### src/rtl/spi_xfer_sequencer_if.sv
// Client command/response handshake plus the Wishbone master bus of the SPI transfer sequencer.
// The master modport is the sequencer's view; the slave modport is the client/SPI-core side.
interface spi_xfer_sequencer_if;
  logic        cmd_valid_i;
  logic        cmd_ready_o;
  logic [31:0] cmd_data_i;
  logic [4:0]  cmd_len_i;
  logic [4:0]  cmd_ss_i;
  logic [2:0]  cmd_mode_i;
  logic [31:0] cfg_divider_i;
  logic        rsp_valid_o;
  logic        rsp_ready_i;
  logic [31:0] rsp_data_o;
  logic        rsp_err_o;
  logic        busy_o;
  logic        wbm_cyc_o;
  logic        wbm_stb_o;
  logic        wbm_we_o;
  logic [4:0]  wbm_adr_o;
  logic [3:0]  wbm_sel_o;
  logic [31:0] wbm_dat_o;
  logic [31:0] wbm_dat_i;
  logic        wbm_ack_i;
  logic        wbm_err_i;

  modport master (
    input  cmd_valid_i, cmd_data_i, cmd_len_i, cmd_ss_i, cmd_mode_i, cfg_divider_i,
    input  rsp_ready_i, wbm_dat_i, wbm_ack_i, wbm_err_i,
    output cmd_ready_o, rsp_valid_o, rsp_data_o, rsp_err_o, busy_o,
    output wbm_cyc_o, wbm_stb_o, wbm_we_o, wbm_adr_o, wbm_sel_o, wbm_dat_o
  );

  modport slave (
    output cmd_valid_i, cmd_data_i, cmd_len_i, cmd_ss_i, cmd_mode_i, cfg_divider_i,
    output rsp_ready_i, wbm_dat_i, wbm_ack_i, wbm_err_i,
    input  cmd_ready_o, rsp_valid_o, rsp_data_o, rsp_err_o, busy_o,
    input  wbm_cyc_o, wbm_stb_o, wbm_we_o, wbm_adr_o, wbm_sel_o, wbm_dat_o
  );
endinterface

### src/rtl/spi_xfer_sequencer.sv
// Runs one SPI character per client command by programming the SPI core's Wishbone
// registers (DIVIDE, SS, TX0, CTRL), polling GO and returning the masked RX0 value.
module spi_xfer_sequencer #(
  parameter int unsigned POLL_GAP = 4,
  parameter int unsigned POLL_MAX = 1024
) (
  input  logic                 wb_clk_i,
  input  logic                 wb_rst_n_i,
  spi_xfer_sequencer_if.master bus
);

  // state  | meaning
  // IDLE   | waiting for a command
  // WR_DIV | write DIVIDE (only when the shadow is invalid or stale)
  // WR_SS  | write SS with the one-hot slave select
  // WR_TX  | write TX0 with the tx character
  // WR_CFG | write CTRL with GO clear
  // WR_GO  | write CTRL with GO set
  // POLL   | read CTRL, wait for GO to clear
  // GAP    | idle cycles between polls
  // RD_RX  | read RX0
  // RESP   | response held until the client takes it
  typedef enum logic [3:0] {
    IDLE, WR_DIV, WR_SS, WR_TX, WR_CFG, WR_GO, POLL, GAP, RD_RX, RESP
  } state_t;

  localparam logic [4:0] ADR_DATA = 5'h00;
  localparam logic [4:0] ADR_CTRL = 5'h10;
  localparam logic [4:0] ADR_DIV  = 5'h14;
  localparam logic [4:0] ADR_SS   = 5'h18;

  localparam int unsigned GAP_W  = (POLL_GAP > 2) ? $clog2(POLL_GAP) : 1;
  localparam int unsigned POLL_W = (POLL_MAX > 1) ? $clog2(POLL_MAX) : 1;
  localparam logic [GAP_W-1:0]  GAP_LOAD  = GAP_W'((POLL_GAP > 1) ? POLL_GAP - 2 : 0);
  localparam logic [POLL_W-1:0] POLL_LOAD = POLL_W'(POLL_MAX - 1);

  state_t              state_q;
  logic                acc_on_q;
  logic [31:0]         cmd_data_q;
  logic [4:0]          cmd_len_q;
  logic [4:0]          cmd_ss_q;
  logic [2:0]          cmd_mode_q;
  logic [31:0]         div_q;
  logic [31:0]         div_shadow_q;
  logic                div_valid_q;
  logic [POLL_W-1:0]   poll_left_q;
  logic [GAP_W-1:0]    gap_cnt_q;
  logic                cmd_ready_q;
  logic                busy_q;
  logic                rsp_valid_q;
  logic [31:0]         rsp_data_q;
  logic                rsp_err_q;
  logic                cyc_q;
  logic                stb_q;
  logic                we_q;
  logic [4:0]          adr_q;
  logic [3:0]          sel_q;
  logic [31:0]         dat_q;

  logic [4:0]          acc_adr_d;
  logic [31:0]         acc_dat_d;
  logic                acc_we_d;
  logic [31:0]         cfg_word;
  logic [31:0]         rx_mask;
  logic                need_div;

  // CTRL layout: ass=1 at bit13, ie=0, {lsb,tx_neg,rx_neg} at bits 11:9, go at bit8, len at 4:0
  assign cfg_word = {18'b0, 1'b1, 1'b0, cmd_mode_q, 1'b0, 3'b0, cmd_len_q};
  assign rx_mask  = (cmd_len_q == 5'd0) ? 32'hFFFF_FFFF : ((32'd1 << cmd_len_q) - 32'd1);
  assign need_div = !div_valid_q || (div_shadow_q != bus.cfg_divider_i);

  always_comb begin
    acc_adr_d = ADR_DATA;
    acc_dat_d = 32'h0;
    acc_we_d  = 1'b1;
    case (state_q)
      WR_DIV: begin acc_adr_d = ADR_DIV;  acc_dat_d = div_q;               end
      WR_SS:  begin acc_adr_d = ADR_SS;   acc_dat_d = 32'd1 << cmd_ss_q;   end
      WR_TX:  begin acc_adr_d = ADR_DATA; acc_dat_d = cmd_data_q;          end
      WR_CFG: begin acc_adr_d = ADR_CTRL; acc_dat_d = cfg_word;            end
      WR_GO:  begin acc_adr_d = ADR_CTRL; acc_dat_d = cfg_word | 32'h100;  end
      POLL:   begin acc_adr_d = ADR_CTRL; acc_we_d  = 1'b0;                end
      RD_RX:  begin acc_adr_d = ADR_DATA; acc_we_d  = 1'b0;                end
      default: ;
    endcase
  end

  always_ff @(posedge wb_clk_i or negedge wb_rst_n_i) begin
    if (!wb_rst_n_i) begin
      state_q      <= IDLE;
      acc_on_q     <= 1'b0;
      cmd_data_q   <= '0;
      cmd_len_q    <= '0;
      cmd_ss_q     <= '0;
      cmd_mode_q   <= '0;
      div_q        <= '0;
      div_shadow_q <= '0;
      div_valid_q  <= 1'b0;
      poll_left_q  <= '0;
      gap_cnt_q    <= '0;
      cmd_ready_q  <= 1'b0;
      busy_q       <= 1'b0;
      rsp_valid_q  <= 1'b0;
      rsp_data_q   <= '0;
      rsp_err_q    <= 1'b0;
      cyc_q        <= 1'b0;
      stb_q        <= 1'b0;
      we_q         <= 1'b0;
      adr_q        <= '0;
      sel_q        <= '0;
      dat_q        <= '0;
    end else begin
      case (state_q)
        IDLE: begin
          if (bus.cmd_valid_i && cmd_ready_q) begin
            cmd_data_q  <= bus.cmd_data_i;
            cmd_len_q   <= bus.cmd_len_i;
            cmd_ss_q    <= bus.cmd_ss_i;
            cmd_mode_q  <= bus.cmd_mode_i;
            div_q       <= bus.cfg_divider_i;
            poll_left_q <= POLL_LOAD;
            cmd_ready_q <= 1'b0;
            busy_q      <= 1'b1;
            state_q     <= need_div ? WR_DIV : WR_SS;
          end else begin
            cmd_ready_q <= 1'b1;
          end
        end
        GAP: begin
          if (gap_cnt_q == '0) state_q <= POLL;
          else                 gap_cnt_q <= gap_cnt_q - 1'b1;
        end
        RESP: begin
          if (bus.rsp_ready_i) begin
            rsp_valid_q <= 1'b0;
            busy_q      <= 1'b0;
            cmd_ready_q <= 1'b1;
            state_q     <= IDLE;
          end
        end
        default: begin
          // The first cycle of every access state keeps the bus idle, giving the gap after each ack.
          if (!acc_on_q) begin
            acc_on_q <= 1'b1;
            cyc_q    <= 1'b1;
            stb_q    <= 1'b1;
            we_q     <= acc_we_d;
            adr_q    <= acc_adr_d;
            sel_q    <= 4'hF;
            dat_q    <= acc_dat_d;
          end else if (bus.wbm_err_i || bus.wbm_ack_i) begin
            acc_on_q <= 1'b0;
            cyc_q    <= 1'b0;
            stb_q    <= 1'b0;
            we_q     <= 1'b0;
            adr_q    <= '0;
            sel_q    <= '0;
            dat_q    <= '0;
            if (bus.wbm_err_i) begin
              rsp_valid_q <= 1'b1;
              rsp_err_q   <= 1'b1;
              rsp_data_q  <= '0;
              state_q     <= RESP;
            end else begin
              case (state_q)
                WR_DIV: begin
                  div_shadow_q <= div_q;
                  div_valid_q  <= 1'b1;
                  state_q      <= WR_SS;
                end
                WR_SS:  state_q <= WR_TX;
                WR_TX:  state_q <= WR_CFG;
                WR_CFG: state_q <= WR_GO;
                WR_GO:  state_q <= POLL;
                POLL: begin
                  if (!bus.wbm_dat_i[8]) begin
                    state_q <= RD_RX;
                  end else if (poll_left_q == '0) begin
                    rsp_valid_q <= 1'b1;
                    rsp_err_q   <= 1'b1;
                    rsp_data_q  <= '0;
                    state_q     <= RESP;
                  end else begin
                    poll_left_q <= poll_left_q - 1'b1;
                    gap_cnt_q   <= GAP_LOAD;
                    state_q     <= (POLL_GAP <= 1) ? POLL : GAP;
                  end
                end
                RD_RX: begin
                  rsp_valid_q <= 1'b1;
                  rsp_err_q   <= 1'b0;
                  rsp_data_q  <= bus.wbm_dat_i & rx_mask;
                  state_q     <= RESP;
                end
                default: state_q <= IDLE;
              endcase
            end
          end
        end
      endcase
    end
  end

  assign bus.cmd_ready_o = cmd_ready_q;
  assign bus.rsp_valid_o = rsp_valid_q;
  assign bus.rsp_data_o  = rsp_data_q;
  assign bus.rsp_err_o   = rsp_err_q;
  assign bus.busy_o      = busy_q;
  assign bus.wbm_cyc_o   = cyc_q;
  assign bus.wbm_stb_o   = stb_q;
  assign bus.wbm_we_o    = we_q;
  assign bus.wbm_adr_o   = adr_q;
  assign bus.wbm_sel_o   = sel_q;
  assign bus.wbm_dat_o   = dat_q;

endmodule

### src/flat_wrapper.sv
// flat-port wrapper written by rule: the top's interface ports become plain ports
module spi_xfer_sequencer_flat 
#(
  parameter int unsigned POLL_GAP = 4,
  parameter int unsigned POLL_MAX = 1024
)
  (wb_clk_i, wb_rst_n_i, bus_cmd_valid_i, bus_cmd_data_i, bus_cmd_len_i, bus_cmd_ss_i, bus_cmd_mode_i, bus_cfg_divider_i, bus_rsp_ready_i, bus_wbm_dat_i, bus_wbm_ack_i, bus_wbm_err_i, bus_cmd_ready_o, bus_rsp_valid_o, bus_rsp_data_o, bus_rsp_err_o, bus_busy_o, bus_wbm_cyc_o, bus_wbm_stb_o, bus_wbm_we_o, bus_wbm_adr_o, bus_wbm_sel_o, bus_wbm_dat_o);
  spi_xfer_sequencer_if bus_i ();
  input  logic wb_clk_i;
  input  logic wb_rst_n_i;
  input wire logic [$bits(bus_i.cmd_valid_i)-1:0] bus_cmd_valid_i;
  input wire logic [$bits(bus_i.cmd_data_i)-1:0] bus_cmd_data_i;
  input wire logic [$bits(bus_i.cmd_len_i)-1:0] bus_cmd_len_i;
  input wire logic [$bits(bus_i.cmd_ss_i)-1:0] bus_cmd_ss_i;
  input wire logic [$bits(bus_i.cmd_mode_i)-1:0] bus_cmd_mode_i;
  input wire logic [$bits(bus_i.cfg_divider_i)-1:0] bus_cfg_divider_i;
  input wire logic [$bits(bus_i.rsp_ready_i)-1:0] bus_rsp_ready_i;
  input wire logic [$bits(bus_i.wbm_dat_i)-1:0] bus_wbm_dat_i;
  input wire logic [$bits(bus_i.wbm_ack_i)-1:0] bus_wbm_ack_i;
  input wire logic [$bits(bus_i.wbm_err_i)-1:0] bus_wbm_err_i;
  output wire logic [$bits(bus_i.cmd_ready_o)-1:0] bus_cmd_ready_o;
  output wire logic [$bits(bus_i.rsp_valid_o)-1:0] bus_rsp_valid_o;
  output wire logic [$bits(bus_i.rsp_data_o)-1:0] bus_rsp_data_o;
  output wire logic [$bits(bus_i.rsp_err_o)-1:0] bus_rsp_err_o;
  output wire logic [$bits(bus_i.busy_o)-1:0] bus_busy_o;
  output wire logic [$bits(bus_i.wbm_cyc_o)-1:0] bus_wbm_cyc_o;
  output wire logic [$bits(bus_i.wbm_stb_o)-1:0] bus_wbm_stb_o;
  output wire logic [$bits(bus_i.wbm_we_o)-1:0] bus_wbm_we_o;
  output wire logic [$bits(bus_i.wbm_adr_o)-1:0] bus_wbm_adr_o;
  output wire logic [$bits(bus_i.wbm_sel_o)-1:0] bus_wbm_sel_o;
  output wire logic [$bits(bus_i.wbm_dat_o)-1:0] bus_wbm_dat_o;
  assign bus_i.cmd_valid_i = bus_cmd_valid_i;
  assign bus_i.cmd_data_i = bus_cmd_data_i;
  assign bus_i.cmd_len_i = bus_cmd_len_i;
  assign bus_i.cmd_ss_i = bus_cmd_ss_i;
  assign bus_i.cmd_mode_i = bus_cmd_mode_i;
  assign bus_i.cfg_divider_i = bus_cfg_divider_i;
  assign bus_i.rsp_ready_i = bus_rsp_ready_i;
  assign bus_i.wbm_dat_i = bus_wbm_dat_i;
  assign bus_i.wbm_ack_i = bus_wbm_ack_i;
  assign bus_i.wbm_err_i = bus_wbm_err_i;
  assign bus_cmd_ready_o = bus_i.cmd_ready_o;
  assign bus_rsp_valid_o = bus_i.rsp_valid_o;
  assign bus_rsp_data_o = bus_i.rsp_data_o;
  assign bus_rsp_err_o = bus_i.rsp_err_o;
  assign bus_busy_o = bus_i.busy_o;
  assign bus_wbm_cyc_o = bus_i.wbm_cyc_o;
  assign bus_wbm_stb_o = bus_i.wbm_stb_o;
  assign bus_wbm_we_o = bus_i.wbm_we_o;
  assign bus_wbm_adr_o = bus_i.wbm_adr_o;
  assign bus_wbm_sel_o = bus_i.wbm_sel_o;
  assign bus_wbm_dat_o = bus_i.wbm_dat_o;
  spi_xfer_sequencer #(.POLL_GAP(POLL_GAP), .POLL_MAX(POLL_MAX)) u_core (.wb_clk_i(wb_clk_i), .wb_rst_n_i(wb_rst_n_i), .bus(bus_i));
endmodule
### config.mk
export PLATFORM = sky130hd
export DESIGN_NAME = spi_xfer_sequencer_flat
export DESIGN_NICKNAME = d
export VERILOG_FILES = /design/src/rtl/spi_xfer_sequencer_if.sv /design/src/rtl/spi_xfer_sequencer.sv /design/src/flat_wrapper.sv
export SDC_FILE = /design/constraint.sdc
export NUM_CORES = 1
export LEC_CHECK = 0
export CAP_MARGIN = 20
export CORE_MARGIN = 2
export CORE_UTILIZATION = 52
export DETAILED_ROUTE_END_ITERATION = 10
export GPL_ROUTABILITY_DRIVEN = 0
export PLACE_DENSITY = 0.9
export SYNTH_ARGS = -nofsm -noshare
export SYNTH_HDL_FRONTEND = slang
export SYNTH_SLANG_ARGS = --single-unit
export TNS_END_PERCENT = 20
### constraint.sdc
create_clock -name wb_clk_i -period 2.7 [get_ports wb_clk_i]
set_clock_uncertainty 0.1 [all_clocks]
set_input_delay 0.27 -clock wb_clk_i [delete_from_list [all_inputs] [get_ports wb_clk_i]]
set_output_delay 0.27 -clock wb_clk_i [all_outputs]
set_load 0.01 [all_outputs]
Word level (Yosys, flattened, before mapping)
Index checks and enable logic that the tools add are counted.
Widths: inputs -> output; s select.
Operators by class
  add/sub/neg operators: 3
  equality and inequality tests: 23
  shifts and indexed selects: 2
  mux-type cells: 61
  bitwise logic cells: 6
  reduce and logical (&&, ||, !) cells: 39
Operators by type and width (count)
  $mux 32: 6
  $pmux 32 s5: 1
  $mux 10: 7
  $pmux 32 s2: 1
  $shl 1x5->32 const A: 2
  $mux 4: 10
  $and 32x32->32: 1
  $ne 32x32->1: 1
  $sub 32x1->32 const B: 1
  $pmux 4 s7: 1
  $reduce_bool 2->1: 11
  $pmux 10 s2: 1
  $eq 4x3->1 const B: 4
  $mux 1: 16
  $mux 2: 8
  $reduce_and 8->1: 2
  $pmux 5 s3: 1
  $pmux 4 s3: 1
  $reduce_bool 4->1: 3
  $logic_not 10->1: 1
  $mux 5: 2
  $ne 2x2->1 const B: 5
  $pmux 1 s2: 5
  $reduce_and 5->1: 2
  other kinds (25): 41
Storage, ports and cells
  bits in registers: 206
  bits of input ports: 115
  output and inout bits: 80

Depth between registers and ports, before layout
  depth after elaboration: 8
  depth in mapped cells: 10
  mapped depth without buffers: 8

Least setup slack after synthesis
No wires, ideal clock.
  path kind: register -> register
  start point: register u_core.poll_left_q[3]
  end point: register u_core.rsp_data_q[21], in the netlist u_core.bus.rsp_data_o[21]
  library setup time: 0.122 ns
  data arrival time: 2.267 ns
  setup slack: 0.212 ns
  cell stages (with the launch flop): 8
  path buffers: 3
  clock period less this slack: 2.488 ns
  cells stage by stage: dfrtp_1 or4_1 buf_2 or4_1 a211o_1 buf_6 buf_8 a32o_1
On the way
  cells in the longest elaborated chain, start to end: 3
Ends and longest elaborated chain
  from (decl): RTL line spi_xfer_sequencer.sv:46  | logic [POLL_W-1:0] poll_left_q;
  from (signal assigned): RTL line spi_xfer_sequencer.sv:184  | poll_left_q <= poll_left_q - 1'b1;
  $logic_not 10->1: RTL line spi_xfer_sequencer.sv:178  | end else if (poll_left_q == '0) begin
  $ne 3x2->1 (no line)
  $reduce_and 6->1 (no line)
  to (signal assigned): RTL line spi_xfer_sequencer.sv:192  | rsp_data_q <= bus.wbm_dat_i & rx_mask;
  to (decl): RTL line spi_xfer_sequencer.sv:51  | logic [31:0] rsp_data_q;
No other way between the ends.
A chain may end at the register's enable or synchronous reset.

Final worst setup path
  start point: register u_core.poll_left_q[3]
  end point: register u_core.rsp_data_q[20], in the netlist u_core.bus.rsp_data_o[20]
The elaborated chain is that of the path after synthesis.

==> flow_results.xml <==
<?xml version="1.0" encoding="UTF-8"?>
<metrics>
  <group name="outcome">
    <metric name="status" unit="">finished clean</metric>
  </group>
  <group name="global_routing">
    <metric name="grt_usage" unit="">0.298</metric>
    <metric name="grt_pass1_wl" unit="mm">45.7</metric>
    <metric name="first_global_vias" unit="">8474</metric>
    <metric name="initial_antenna_violation_count" unit="">0</metric>
    <metric name="grt_start_max_net_pins" unit="">82</metric>
    <metric name="grt_most_used_layer" unit="">met2</metric>
    <metric name="use_met3" unit="">0.0592</metric>
    <metric name="groute.layer.met1.usage" unit="">0.394</metric>
    <metric name="use_met2" unit="">0.482</metric>
    <metric name="grt_remaining_overflow" unit="">0</metric>
  </group>
  <group name="power_and_ir_drop">
    <metric name="power_leakage" unit="nW">5.54</metric>
    <metric name="fraction_of_power_spent_switching_nets" unit="">0.403</metric>
    <metric name="power.share.clock" unit="">0.195</metric>
    <metric name="power.share.combinational" unit="">0.423</metric>
    <metric name="peak_vdd_ir" unit="µV">855</metric>
    <metric name="power_density" unit="nW/µm²">1080</metric>
    <metric name="p_int" unit="mW">8.01</metric>
    <metric name="switchingPower" unit="mW">5.41</metric>
    <metric name="totalPowerFinal" unit="mW">13.4</metric>
    <metric name="p_seq_frac" unit="">0.382</metric>
  </group>
  <group name="critical_path">
    <metric name="setup.worst_path.class" unit="">flop to flop</metric>
    <metric name="setup.worst_path.start_class" unit="">flop</metric>
    <metric name="cp_slowest_stage_delay" unit="ns">0.68</metric>
    <metric name="worstPathRequired" unit="ns">2.92</metric>
    <metric name="worst-path-stages" unit="">5</metric>
    <metric name="cp_cell_sequence" unit="">or4_1 &gt; or4_1 &gt; a211o_1 &gt; buf_12 &gt; a32o_1</metric>
    <metric name="critical_path.max_fanout" unit="">34</metric>
    <metric name="crit_buf_inv" unit="">1</metric>
    <metric name="end_kind" unit="">flop</metric>
    <metric name="arrival" unit="ns">2.85</metric>
    <metric name="cp_top_family" unit="">simple AND/OR/NAND/NOR gates</metric>
    <metric name="crit_path_frequent_cell" unit="">or4_1</metric>
    <metric name="critPathSlowestCell" unit="">or4_1</metric>
    <metric name="reg2regPathDepth" unit="">5</metric>
  </group>
  <group name="sta">
    <metric name="layout_worst_path_cycle_share" unit="">0.975</metric>
    <metric name="layout_setup_ws" unit="ns">0.0685</metric>
    <metric name="timing.hold.ws" unit="ns">0.259</metric>
    <metric name="grt_setup_unrepaired" unit="">false</metric>
    <metric name="setup_viol" unit="">0</metric>
    <metric name="tns" unit="ns">0</metric>
    <metric name="fmax" unit="MHz">380</metric>
    <metric name="worst_pin_slew" unit="ns">0.757</metric>
    <metric name="final_period_minus_worst_setup_slack" unit="ns">2.63</metric>
    <metric name="final-hold-violation-count" unit="">0</metric>
    <metric name="slew_violations" unit="">0</metric>
    <metric name="maxSlewHeadroom" unit="">0.482</metric>
  </group>
  <group name="yosys">
    <metric name="synth_ff_type" unit="">dfrtp_1</metric>
    <metric name="synth_cell_type_count" unit="">64</metric>
    <metric name="number_of_enable_flip_flop_cells_after_synthesis" unit="">0</metric>
    <metric name="post_synth.cell_area_avg" unit="µm²">9.53</metric>
    <metric name="yosysWarningCount" unit="">0</metric>
    <metric name="register_area_share_after_synthesis" unit="">0.525</metric>
    <metric name="post_synth_fa_ha_maj_area_fraction" unit="">0.00394</metric>
    <metric name="synth.top_cells.by_area" unit="">dfrtp_1, nand2_1, mux2_2, o21ai_0, a222oi_1</metric>
    <metric name="main_combinational_cell_family_by_area_after_synthesis" unit="">simple AND/OR/NAND/NOR gates</metric>
    <metric name="synth_compound_area_frac" unit="">0.150</metric>
    <metric name="synth-xor-area-share" unit="">0.0313</metric>
    <metric name="netlist_top_cells_count" unit="">nand2_1, dfrtp_1, o21ai_0</metric>
    <metric name="number_of_register_bits_inferred_by_synthesis" unit="">200</metric>
    <metric name="syn_inst" unit="">999</metric>
    <metric name="yosys.area.top_type_share" unit="">0.525</metric>
    <metric name="async_reset_ff_frac" unit="">1.00</metric>
    <metric name="syn-cell-area" unit="µm²">9520</metric>
    <metric name="synthSimpleGateAreaFrac" unit="">0.205</metric>
    <metric name="synth_largest_area_cell" unit="">dfrtp_1</metric>
    <metric name="synth.area.mux_share" unit="">0.0420</metric>
    <metric name="synth_most_common_cell" unit="">nand2_1</metric>
  </group>
  <group name="clock_network">
    <metric name="number_of_cts_inserted_buffers" unit="">17</metric>
    <metric name="root_buffer" unit="">clkbuf_16</metric>
    <metric name="ctsResizeCount" unit="">0</metric>
    <metric name="tritoncts" unit="">yes</metric>
    <metric name="max-clock-path-buffers" unit="">2</metric>
    <metric name="clk_pin_slew" unit="ns">0.07</metric>
    <metric name="cts.sinks" unit="">200</metric>
    <metric name="htreeDepth" unit="">4</metric>
    <metric name="clock_latency_on_the_worst_skew_pair" unit="ns">0.44</metric>
    <metric name="cts-hold-fix-buffers" unit="">1</metric>
    <metric name="cts_setup_buffers" unit="">0</metric>
  </group>
  <group name="run">
    <metric name="maxCapViolations" unit="">0</metric>
  </group>
  <group name="route">
    <metric name="final_antenna_net_count" unit="">0</metric>
    <metric name="drt-pass1-iter-count" unit="">8</metric>
    <metric name="routed_wirelength" unit="mm">28.7</metric>
    <metric name="vias_per_cell" unit="">6.17</metric>
    <metric name="dr.first_iter.drc_count" unit="">1237</metric>
    <metric name="drc" unit="">0</metric>
    <metric name="vias" unit="">8766</metric>
    <metric name="routed_wire_per_std_cell" unit="µm">20.2</metric>
  </group>
  <group name="floorplan">
    <metric name="num_io_pins" unit="">195</metric>
    <metric name="fp.dieArea" unit="µm²">19400</metric>
    <metric name="core_area" unit="µm²">18000</metric>
    <metric name="std_cell_rows" unit="">49</metric>
    <metric name="floorplan.die.height" unit="µm">139</metric>
    <metric name="initial_utilization" unit="">0.530</metric>
    <metric name="chipWidth" unit="µm">139</metric>
  </group>
  <group name="place">
    <metric name="place_ws" unit="ns">0.121</metric>
    <metric name="place_area" unit="µm²">11800</metric>
    <metric name="port-buffer-count" unit="">192</metric>
    <metric name="dpl.cell_count" unit="">1387</metric>
    <metric name="detailed_place_hpwl" unit="mm">20.1</metric>
  </group>
  <group name="worst_hold_path">
    <metric name="min_path_type" unit="">primary input to flop</metric>
    <metric name="hold_path_cells" unit="">3</metric>
  </group>
  <group name="finish">
    <metric name="flow.area_growth_from_synthesis" unit="%">30.4</metric>
    <metric name="fillers" unit="">1263</metric>
    <metric name="fraction_of_layout_cells_with_a_size_suffix_above_1" unit="">0.102</metric>
    <metric name="number_of_nets_in_the_layout" unit="">1296</metric>
    <metric name="postLayoutCoreUtil" unit="">0.692</metric>
    <metric name="stdcell_count" unit="">1421</metric>
    <metric name="finish.instance_area" unit="µm²">12400</metric>
  </group>
</metrics>
-- routing by layer --
layer,wire (µm),vias up
li1,-,3875
met1,11100,4220
met2,13700,571
met3,2570,100
met4,1390,0
met5,0,-
-- cell usage in the layout (no fill, tap or decap), drive strengths merged, types with 23 or more instances in the layout --
| master | Yosys | final |
|---|---|---|
| a32o | 23 | 23 |
| a222oi | 28 | 28 |
| dfrtp | 200 | 200 |
| a21oi | 23 | 23 |
| nand2 | 304 | 304 |
| o21ai | 65 | 65 |
| clkdlybuf4s50 | 0 | 191 |
| xnor2 | 30 | 30 |
| mux2 | 34 | 34 |
| buf | 25 | 38 |
| nor2 | 33 | 33 |
-- final cells by class --
cell class / count / area, µm² / area share
multi-input cells: 714 / 4150 / 0.334
flip-flops and latches: 200 / 5000 / 0.403
well taps: 229 / 287 / 0.0231
clock buffers: 19 / 443 / 0.0357
repair buffers: 231 / 2320 / 0.187
clock inverters: 13 / 159 / 0.0128
inverters: 14 / 52.6 / 0.00423
diodes: 1 / 2.50 / 0.000201
-- worst register-to-register path, stage by stage (launching register included) --
cell	delay, ns
dfrtp_1	0.43
or4_1	0.68
or4_1	0.57
a211o_1	0.31
buf_12	0.18
a32o_1	0.26
-- worst paths after layout --
check	startpoint	to	slack [ns]
max reg2reg	u_core.poll_left_q[3]$_DFFE_PN0P_	u_core.bus.rsp_data_o[20]$_DFFE_PN0P_	0.07
min reg2reg	u_core.bus.wbm_dat_o[1]$_DFFE_PN0P_	u_core.bus.wbm_dat_o[1]$_DFFE_PN0P_	0.38
max in group asynchronous	wb_rst_n_i	u_core.div_q[15]$_DFFE_PN0P_	1.49
min	bus_cmd_data_i[22]	u_core.cmd_data_q[22]$_DFFE_PN0P_	0.26
max	u_core.poll_left_q[3]$_DFFE_PN0P_	u_core.bus.rsp_data_o[20]$_DFFE_PN0P_	0.07
min in group asynchronous	wb_rst_n_i	u_core.bus.busy_o$_DFFE_PN0P_	0.28
-- flip-flops by register name (all words and copies together) (netlist names), 2 cells and up --
register,count
u_core.div_shadow_q,32
u_core.cmd_ss_q,5
u_core.state_q,4
u_core.bus.wbm_dat_o,32
u_core.bus.wbm_adr_o,3
u_core.cmd_data_q,32
u_core.gap_cnt_q,2
u_core.cmd_mode_q,3
u_core.cmd_len_q,5
u_core.poll_left_q,10
u_core.div_q,32
u_core.bus.rsp_data_o,32
-- logic make-up (layout without fill, tap and decap cells) --
kind of cell	after synthesis	count (layout)
AOI/OAI and AO/OA	199	199
xor gates and xnor gates	34	34
adders and majority gates	3	3
buffers and inverters	86	277
DFF	200	200
muxes	35	35
other	1	3
and+or+nand+nor	441	441
-- power groups by stage --
| stage | Combinational, mW | Clock [mW] | Sequential (mW) |
|---|---|---|---|
| 6_report | 5.67 | 2.62 | 5.13 |
| 5_1_grt | 6.15 | 2.76 | 5.23 |
| 4_1_cts | 5.60 | 2.64 | 5.08 |
| 3_5_place_dp | 5.54 | 0 | 5.12 |
| 3_3_place_gp | 5.34 | 0 | 5.04 |
| 2_1_floorplan | 3.51 | 0 | 4.81 |
Note: power is estimated with default switching activity, not from simulation.
